[src/rtl/sdpram32_stream_reader_if.sv]
// sdpram32_stream_reader_if
//   Output word stream of the RAM stream reader: valid/ready handshake with
//   an end-of-transfer flag.
//   Signals:
//     out_data   32-bit stream word (driven by master)
//     out_valid  word present (driven by master)
//     out_last   final word of the transfer (driven by master)
//     out_ready  consumer can accept a word (driven by slave)
//   A word transfers in a cycle where out_valid and out_ready are both high.
interface sdpram32_stream_reader_if;
    logic [31:0] out_data;
    logic        out_valid;
    logic        out_last;
    logic        out_ready;

    modport master (
        output out_data,
        output out_valid,
        output out_last,
        input  out_ready
    );

    modport slave (
        input  out_data,
        input  out_valid,
        input  out_last,
        output out_ready
    );
endinterface

[src/rtl/sdpram32_stream_reader.sv]
// sdpram32_stream_reader
//   Read-side streaming engine for a 32-bit simple dual-port RAM with a fixed
//   2-cycle read latency. A start command walks a contiguous (wrapping) word
//   range, issues RAM reads under a 4-word credit window, re-issues reads that
//   the RAM dropped because a write used it in the same cycle, and presents
//   the words on a valid/ready stream with a last flag.
//   Ports:
//     clk               clock shared with the RAM
//     reset             synchronous, active-high reset
//     start             one-cycle command strobe, ignored while busy
//     base_addr         first word address, sampled with start
//     length            word count, sampled with start (0 = empty transfer)
//     busy              transfer in progress
//     done              one-cycle pulse after the last word has been popped
//     ram_read_addr     RAM read address
//     ram_read_enable   RAM read enable
//     ram_write_enable  tap of the RAM write enable (a read in that cycle is lost)
//     ram_read_data     RAM read data
//     strm              output word stream (master side)
module sdpram32_stream_reader #(
    parameter int unsigned ADDR_WIDTH = 10,
    parameter int unsigned LEN_WIDTH  = ADDR_WIDTH + 1
) (
    input  logic                       clk,
    input  logic                       reset,
    input  logic                       start,
    input  logic [ADDR_WIDTH-1:0]      base_addr,
    input  logic [LEN_WIDTH-1:0]       length,
    output logic                       busy,
    output logic                       done,
    output logic [ADDR_WIDTH-1:0]      ram_read_addr,
    output logic                       ram_read_enable,
    input  logic                       ram_write_enable,
    input  logic [31:0]                ram_read_data,
    sdpram32_stream_reader_if.master   strm
);

    typedef enum logic [1:0] {
        StIdle,
        StRun,
        StDrain
    } state_e;

    state_e                state_q;
    logic [ADDR_WIDTH-1:0] addr_q;
    logic [ADDR_WIDTH-1:0] last_addr_q;
    logic [LEN_WIDTH-1:0]  issue_cnt_q;
    logic [LEN_WIDTH-1:0]  pop_cnt_q;
    logic                  done_q;

    // Latency tokens: bit 0 = read accepted last cycle, bit 1 = data on the
    // RAM output this cycle.
    logic [1:0]            tok_q;

    logic [31:0]           fifo_mem_q [4];
    logic [1:0]            wr_ptr_q;
    logic [1:0]            rd_ptr_q;
    logic [2:0]            fifo_cnt_q;

    logic [2:0]            credit_used;
    logic                  issue_req;
    logic                  issue_acc;
    logic                  push;
    logic                  pop;
    logic                  head_valid;

    // Every read in flight already owns a FIFO slot, so the FIFO cannot
    // overflow even if the consumer stalls indefinitely.
    assign credit_used = {2'b00, tok_q[0]} + {2'b00, tok_q[1]} + fifo_cnt_q;
    assign issue_req   = (state_q == StRun) && (issue_cnt_q != '0) && (credit_used < 3'd4);
    // The RAM drops a read that shares its cycle with a write; retry later.
    assign issue_acc   = issue_req && !ram_write_enable;
    assign push        = tok_q[1];
    assign head_valid  = (fifo_cnt_q != 3'd0);
    assign pop         = head_valid && strm.out_ready;

    assign ram_read_enable = issue_req;
    // Hold the last driven address while idle rather than showing addr_q,
    // which has already advanced past it.
    assign ram_read_addr   = issue_req ? addr_q : last_addr_q;

    assign busy           = (state_q != StIdle);
    assign done           = done_q;
    assign strm.out_valid = head_valid;
    assign strm.out_data  = head_valid ? fifo_mem_q[rd_ptr_q] : 32'h0;
    assign strm.out_last  = head_valid && (pop_cnt_q == LEN_WIDTH'(1));

    always_ff @(posedge clk) begin
        if (reset) begin
            state_q     <= StIdle;
            addr_q      <= '0;
            last_addr_q <= '0;
            issue_cnt_q <= '0;
            pop_cnt_q   <= '0;
            done_q      <= 1'b0;
            tok_q       <= 2'b00;
            wr_ptr_q    <= 2'd0;
            rd_ptr_q    <= 2'd0;
            fifo_cnt_q  <= 3'd0;
            for (int i = 0; i < 4; i++) begin
                fifo_mem_q[i] <= 32'h0;
            end
        end else begin
            done_q <= 1'b0;
            tok_q  <= {tok_q[0], issue_acc};

            if (issue_req) begin
                last_addr_q <= addr_q;
            end
            if (issue_acc) begin
                addr_q      <= addr_q + 1'b1;
                issue_cnt_q <= issue_cnt_q - 1'b1;
            end

            if (push) begin
                fifo_mem_q[wr_ptr_q] <= ram_read_data;
                wr_ptr_q             <= wr_ptr_q + 2'd1;
            end
            if (pop) begin
                rd_ptr_q  <= rd_ptr_q + 2'd1;
                pop_cnt_q <= pop_cnt_q - 1'b1;
            end
            case ({push, pop})
                2'b10:   fifo_cnt_q <= fifo_cnt_q + 3'd1;
                2'b01:   fifo_cnt_q <= fifo_cnt_q - 3'd1;
                default: ;
            endcase

            unique case (state_q)
                StIdle: begin
                    if (start) begin
                        if (length != '0) begin
                            state_q     <= StRun;
                            addr_q      <= base_addr;
                            issue_cnt_q <= length;
                            pop_cnt_q   <= length;
                        end else begin
                            done_q <= 1'b1;
                        end
                    end
                end
                StRun: begin
                    if (issue_acc && (issue_cnt_q == LEN_WIDTH'(1))) begin
                        state_q <= StDrain;
                    end
                end
                StDrain: begin
                    if (pop && (pop_cnt_q == LEN_WIDTH'(1))) begin
                        state_q <= StIdle;
                        done_q  <= 1'b1;
                    end
                end
                default: state_q <= StIdle;
            endcase
        end
    end

endmodule

[src/flat_wrapper.sv]
// flat-port wrapper written by rule: the top's interface ports become plain ports
module sdpram32_stream_reader_flat 
#(
    parameter int unsigned ADDR_WIDTH = 10,
    parameter int unsigned LEN_WIDTH  = ADDR_WIDTH + 1
)
  (clk, reset, start, base_addr, length, busy, done, ram_read_addr, ram_read_enable, ram_write_enable, ram_read_data, strm_out_data, strm_out_valid, strm_out_last, strm_out_ready);
  sdpram32_stream_reader_if strm_i ();
  input  logic clk;
  input  logic reset;
  input  logic start;
  input  logic [ADDR_WIDTH-1:0] base_addr;
  input  logic [LEN_WIDTH-1:0] length;
  output logic busy;
  output logic done;
  output logic [ADDR_WIDTH-1:0] ram_read_addr;
  output logic ram_read_enable;
  input  logic ram_write_enable;
  input  logic [31:0] ram_read_data;
  output wire logic [$bits(strm_i.out_data)-1:0] strm_out_data;
  output wire logic [$bits(strm_i.out_valid)-1:0] strm_out_valid;
  output wire logic [$bits(strm_i.out_last)-1:0] strm_out_last;
  input wire logic [$bits(strm_i.out_ready)-1:0] strm_out_ready;
  assign strm_out_data = strm_i.out_data;
  assign strm_out_valid = strm_i.out_valid;
  assign strm_out_last = strm_i.out_last;
  assign strm_i.out_ready = strm_out_ready;
  sdpram32_stream_reader #(.ADDR_WIDTH(ADDR_WIDTH), .LEN_WIDTH(LEN_WIDTH)) u_core (.clk(clk), .reset(reset), .start(start), .base_addr(base_addr), .length(length), .busy(busy), .done(done), .ram_read_addr(ram_read_addr), .ram_read_enable(ram_read_enable), .ram_write_enable(ram_write_enable), .ram_read_data(ram_read_data), .strm(strm_i));
endmodule
[config.mk]
export PLATFORM = sky130hd
export DESIGN_NAME = sdpram32_stream_reader_flat
export DESIGN_NICKNAME = d
export VERILOG_FILES = /design/src/rtl/sdpram32_stream_reader_if.sv /design/src/rtl/sdpram32_stream_reader.sv /design/src/flat_wrapper.sv
export SDC_FILE = /design/constraint.sdc
export NUM_CORES = 1
export LEC_CHECK = 0
export BUFFER_PORTS_ARGS = -buffer_cell sky130_fd_sc_hd__buf_2
export CORE_AREA = 2 2 127 129
export CTS_BUF_LIST = sky130_fd_sc_hd__clkbuf_4 sky130_fd_sc_hd__clkbuf_8
export CTS_CLUSTER_DIAMETER = 60
export DETAILED_ROUTE_END_ITERATION = 6
export DIE_AREA = 0 0 129 131
export PLACE_DENSITY = 0.75
export SYNTH_ARGS = -nofsm -noshare
export SYNTH_HDL_FRONTEND = slang
export SYNTH_SLANG_ARGS = --single-unit
[constraint.sdc]
create_clock -name clk -period 3.3 [get_ports clk]
set_clock_uncertainty 0.1 [all_clocks]
set_input_delay 0.66 -clock clk [delete_from_list [all_inputs] [get_ports clk]]
set_output_delay 0.66 -clock clk [all_outputs]
set_load 0.005 [all_outputs]
# Word level (Yosys, flattened, before mapping)
# Memory sizes are Yosys's and may differ from the RTL's. A register that Yosys moved wholly into a read port is not among the register bits.
# Index checks and enable logic that the tools add are counted.
# totals
ram_bits	128
wordCells	81
memories	1
in_bits	58
latch_bits	0
reg_bits	54
out_inout_bits	47
mem_bits_ro	0
# memory_table
name	depth	width	read_ports	rd_ports_with_merged_regs	wr	line	text
u_core.fifo_mem_q	4	32	1	1	4	sdpram32_stream_reader.sv:55	logic [31:0] fifo_mem_q [4];
# classes
n_eq_ne	10
mul	0
n_lt_le_gt_ge	1
mux	34
n_reduce_logical	16
n_shift	0
addsub	9
div_mod_pow	0
bitwise	0
# op_table
cell	n
$mux 11	8
$mux 32	2
$mux 10	5
$reduce_or 32->1	1
$eq 11x1->1 const B	2
$reduce_bool 11->1	2
$sub 11x1->11 const B	2
$mux 2	7
$add 10x1->10 const B	1
$mux 1	9
$logic_and 1x1->1	7
$pmux 2 s3	1
$pmux 3 s2	1
$add 2x1->2 const B	2
$eq 2x1->1 const B	2
$eq 2x2->1 const B	2
$ne 2x1->1 const B	2
$ne 2x2->1 const B	2
$reduce_and 4->1	1
$reduce_bool 2->1	2
$add 3x1->3 const B	1
$add 3x3->3	1
$lt 3x3->1 const B	1
$reduce_bool 3->1	1
5 further kinds	5

# Depth between registers and ports, before layout
# depth
word_depth	9
ltp_mapped	8

# Worst setup path after synthesis
# No wires, ideal clock.
# synth_timing
path_type	register to register
startpoint	register u_core.wr_ptr_q[0]
endpoint	memory u_core.fifo_mem_q[2][0], enable pin
stages_incl_launch_ff	4
arrival_ns	2.150
setup_slack_ns	0.622
t_required_ns	2.772
setup_ns	0.428
cell_sequence	dfxtp_1 > nand2b_1 > clkbuf_1 > o21bai_1
# synth_lines
item	line	text
start: declaration	sdpram32_stream_reader.sv:56	logic [1:0] wr_ptr_q;
start signal: assignment	sdpram32_stream_reader.sv:117	wr_ptr_q <= wr_ptr_q + 2'd1;
end: declaration	sdpram32_stream_reader.sv:55	

# Worst setup path in the final report
# layout_timing
startpoint	register u_core.tok_q[1]
endpoint	output port ram_read_addr[7]
# layout_between
elab_chain_len	5
# layout_lines
item	line	text
start: declaration	sdpram32_stream_reader.sv:53	logic [1:0] tok_q;
start signal: assignment	sdpram32_stream_reader.sv:105	tok_q <= {tok_q[0], issue_acc};
$add 1x1->2	sdpram32_stream_reader.sv:69	assign credit_used = {2'b00, tok_q[0]} + {2'b00, tok_q[1]} + fifo_cnt_q;
$add 3x3->3	sdpram32_stream_reader.sv:69	
$lt 3x3->1	sdpram32_stream_reader.sv:70	assign issue_req = (state_q == StRun) && (issue_cnt_q != '0) && (credit_used < 3'd4);
$logic_and 1x1->1	sdpram32_stream_reader.sv:70	
$mux 10	sdpram32_stream_reader.sv:80	assign ram_read_addr = issue_req ? addr_q : last_addr_q;
end: declaration	flat_wrapper.sv:16	output logic [ADDR_WIDTH-1:0] ram_read_addr;
# Every way passes these cells.

==> reports/results.ini <==
[drt]
antenna_left=0
viasPerCell=5.43
wire_per_inst_um=17.2
drc_errors=0
drtPass1Iterations=6
vias=5575
drt_iter0_drc=457
totalWireLength_mm=17.6

[yosys]
ys_warn_count=0
ys_ff_latch=184
syn-num-nets=761
synth-edff-count=128
synth_area_um2=8360
synth_top_cell_by_area=edfxtp_1
synth_flop_cell=edfxtp_1
postSynth.asyncResetShare_pct=0
avgSynthCellArea_um2=12.1
netlist.area_leader.share_pct=46.0
syn_inst=693
synth_area_leaders=edfxtp_1 (46%), dfxtp_1 (13%), mux4_2 (8.6%)
ys_seq_area_share_pct=59.4
ys_types=47

[placement]
portBuffers=104
gp_congestion=0.839
detailed_place_hpwl_mm=11.7
dpl_cell_area_um2=9220
dp_slack_ps=358

[setup_path]
critPathTopFamily=adder cells
crit_fanout=5
cp_slowest_cell=dfxtp_2
regToRegStartpoint=u_core.tok_q[1]
cp-end-kind=output pin
r2r-end=u_core.addr_q[6]
arrival_ps=2430
ff2ff_path_depth=7
cp_cell_sequence=ha_1, ha_1, a311o_1, nand3_2, nand2_2, mux2_2, buf_2
path_buf_inv=1
regToRegSetupSlack_ps=540
start_kind=register
cpPeakStageDelay_ps=360
required_ps=2540
path_common_cell=ha_1
crit_type=register to output pin

[sta]
tightest_slew_ps=909
finalCritPeriodShare_pct=96.6
rsz0062_at_grt=yes
drv_slew=0
fmax_mhz=314
finalSetupTns_ps=0
min_period_ps=3190
slew_headroom_pct=39.4
fin_hold_ws_ps=302
hold_violations=0
finalSetupViolations=0
worst_slack_ps=111

[layout]
fin_area_um2=9670
fillerInstances=1197
area_growth_pct=15.8
drive_gt1_share_pct=26.4
nets=865

[grt]
antenna_found_initial=1
globalRouteTotalUtil_pct=21.9
grt_max_degree=44
grt_pass1_wl_mm=28.0
grt_pass1_vias=5657
gr-total-overflow=0

[clock_tree]
clk_path_buf_depth=2
tritoncts=done
insertion_delay_ps=470
cts_buffers=17
path_clk_slew_ps=90
h-tree-depth=4
cts.sinks=184
cts_root_buffer=clkbuf_8

[worst_hold_path]
hold_class=input port to register
min_path_cells=2
hold_end=u_core.addr_q[9]
hold_start=base_addr[9]

[power]
p_per_area_nw_per_um2=493
ir_worst_vdd_uv=329
p_leak_nw=3.79
power_mw=4.77

[floorplanning]
die_x_um=129
core-area_um2=15600
die_y_um=131
num_rows=46
io_pins=105
start_util_pct=53.6
die_area_um2=16900

[status]
status=complete, no violations

[flow_run]
drv_cap=0

## where the power goes
part           switching, mW  leakage, nW  internal (mW)
sequential            0.0686         1.78           2.57
clock                  0.807        0.206          0.826
combinational          0.270         1.81          0.228
total                   1.15         3.79           3.62
## synthesized netlist by cell type (2+ instances only)
cell type  number
o21ai_0         7
a311oi_1        2
a31o_2          2
nand2b_1        5
buf_2           4
a211oi_1        6
edfxtp_1      128
nand2_1        50
nand3_1        16
or3_1           3
xor2_1         22
and2_1         33
nor3_1         10
nand4_1         6
or4_1           5
inv_1          44
dfxtp_1        56
o21bai_1        9
nor2b_1        44
xnor2_1        12
nor2_1         95
clkbuf_1       32
nor4_1          6
a21oi_1        20
or4b_2          2
o2bb2ai_1       2
mux2_2         10
and3_1          3
a31oi_1         2
mux4_2         32
ha_1            9
## placed cells by master (no fill, tap or decap), drive strengths merged, types with 5 or more instances in the layout
cell	count
edfxtp	128
o21bai	9
ha	9
a211oi	6
mux4	32
nand2	52
or4	5
o21ai	7
and2	33
xnor2	12
nor2b	44
dfxtp	56
clkbuf	17
clkinv	6
nor3	10
nand2b	5
nand4	6
nand3	16
a21oi	20
mux2	10
nor2	95
buf	121
xor2	22
nor4	7
inv	45
## final cells by class
class	count	area, um^2	area share, %
diodes	1	2.50	0.0259
clock buffers	17	234	2.42
clock inverters	15	203	2.10
inverters	44	165	1.71
multi-input cells	429	3130	32.4
flip-flops and latches	184	4970	51.4
well taps	216	270	2.79
repair buffers	121	698	7.22
## stage by stage
stage	utilization, %	cells
6_report	62.0	1027
5_1_grt	62.0	1026
4_1_cts	61.9	1025
3_5_place_dp	59.1	993
3_3_place_gp	59.1	993
2_1_floorplan	-	693
## repair_timing
item,4_1_cts,5_1_grt
gates resized for setup,2,2
hold buffers,0,0
cloned,0,1
setup buffers,0,0
setup endpoints to repair,10,10
pin swaps,0,2
## worst max path at each step
stage	start	endpoint	slack, ps	depth (start not counted)
finish	u_core.tok_q[1]	ram_read_addr[7]	110	7
global route	u_core.tok_q[1]	ram_read_addr[7]	-10	7
CTS	u_core.tok_q[1]	ram_read_addr[0]	20	7
detailed placement	u_core.tok_q[1]	ram_read_addr[0]	360	7
global placement	u_core.tok_q[1]	ram_read_addr[0]	440	7
floorplan	u_core.wr_ptr_q[0]	u_core.fifo_mem_q[2][0]	620	3
## cells by family (layout without fill, tap and decap cells)
family          count (synthesis)  in the layout  share of synthesized area [%]
simple gates                  284            285                           16.9
flops                         184            184                           59.4
buf+inv                        81            197                           3.74
compound gates                 58             58                           4.82
mux                            42             42                           9.97
xor+xnor                       34             34                           3.56
fa+ha+maj                      10             10                           1.59
other cells                     0              1                              0
## sequential cells by signal, summed over array words and instances, names as in the netlist, named ones only
signal and cells:
u_core.fifo_mem_q 128, u_core.issue_cnt_q 11, u_core.pop_cnt_q 11, u_core.addr_q 10, u_core.last_addr_q 10, u_core.fifo_cnt_q 3
u_core.rd_ptr_q 2, u_core.state_q 2, u_core.tok_q 2, u_core.wr_ptr_q 2, u_core.done 1
## routing by layer
metal  vias to the layer above  share of wire (%)  GRT usage (%)
met2                       198                 52           39.2
met3                        25                6.7           5.29
li1                       2653                  -              -
met5                         -                  0              0
met1                      2699                 40           26.1
met4                         0                1.6           7.54
Power figures use the tool's default switching activity.
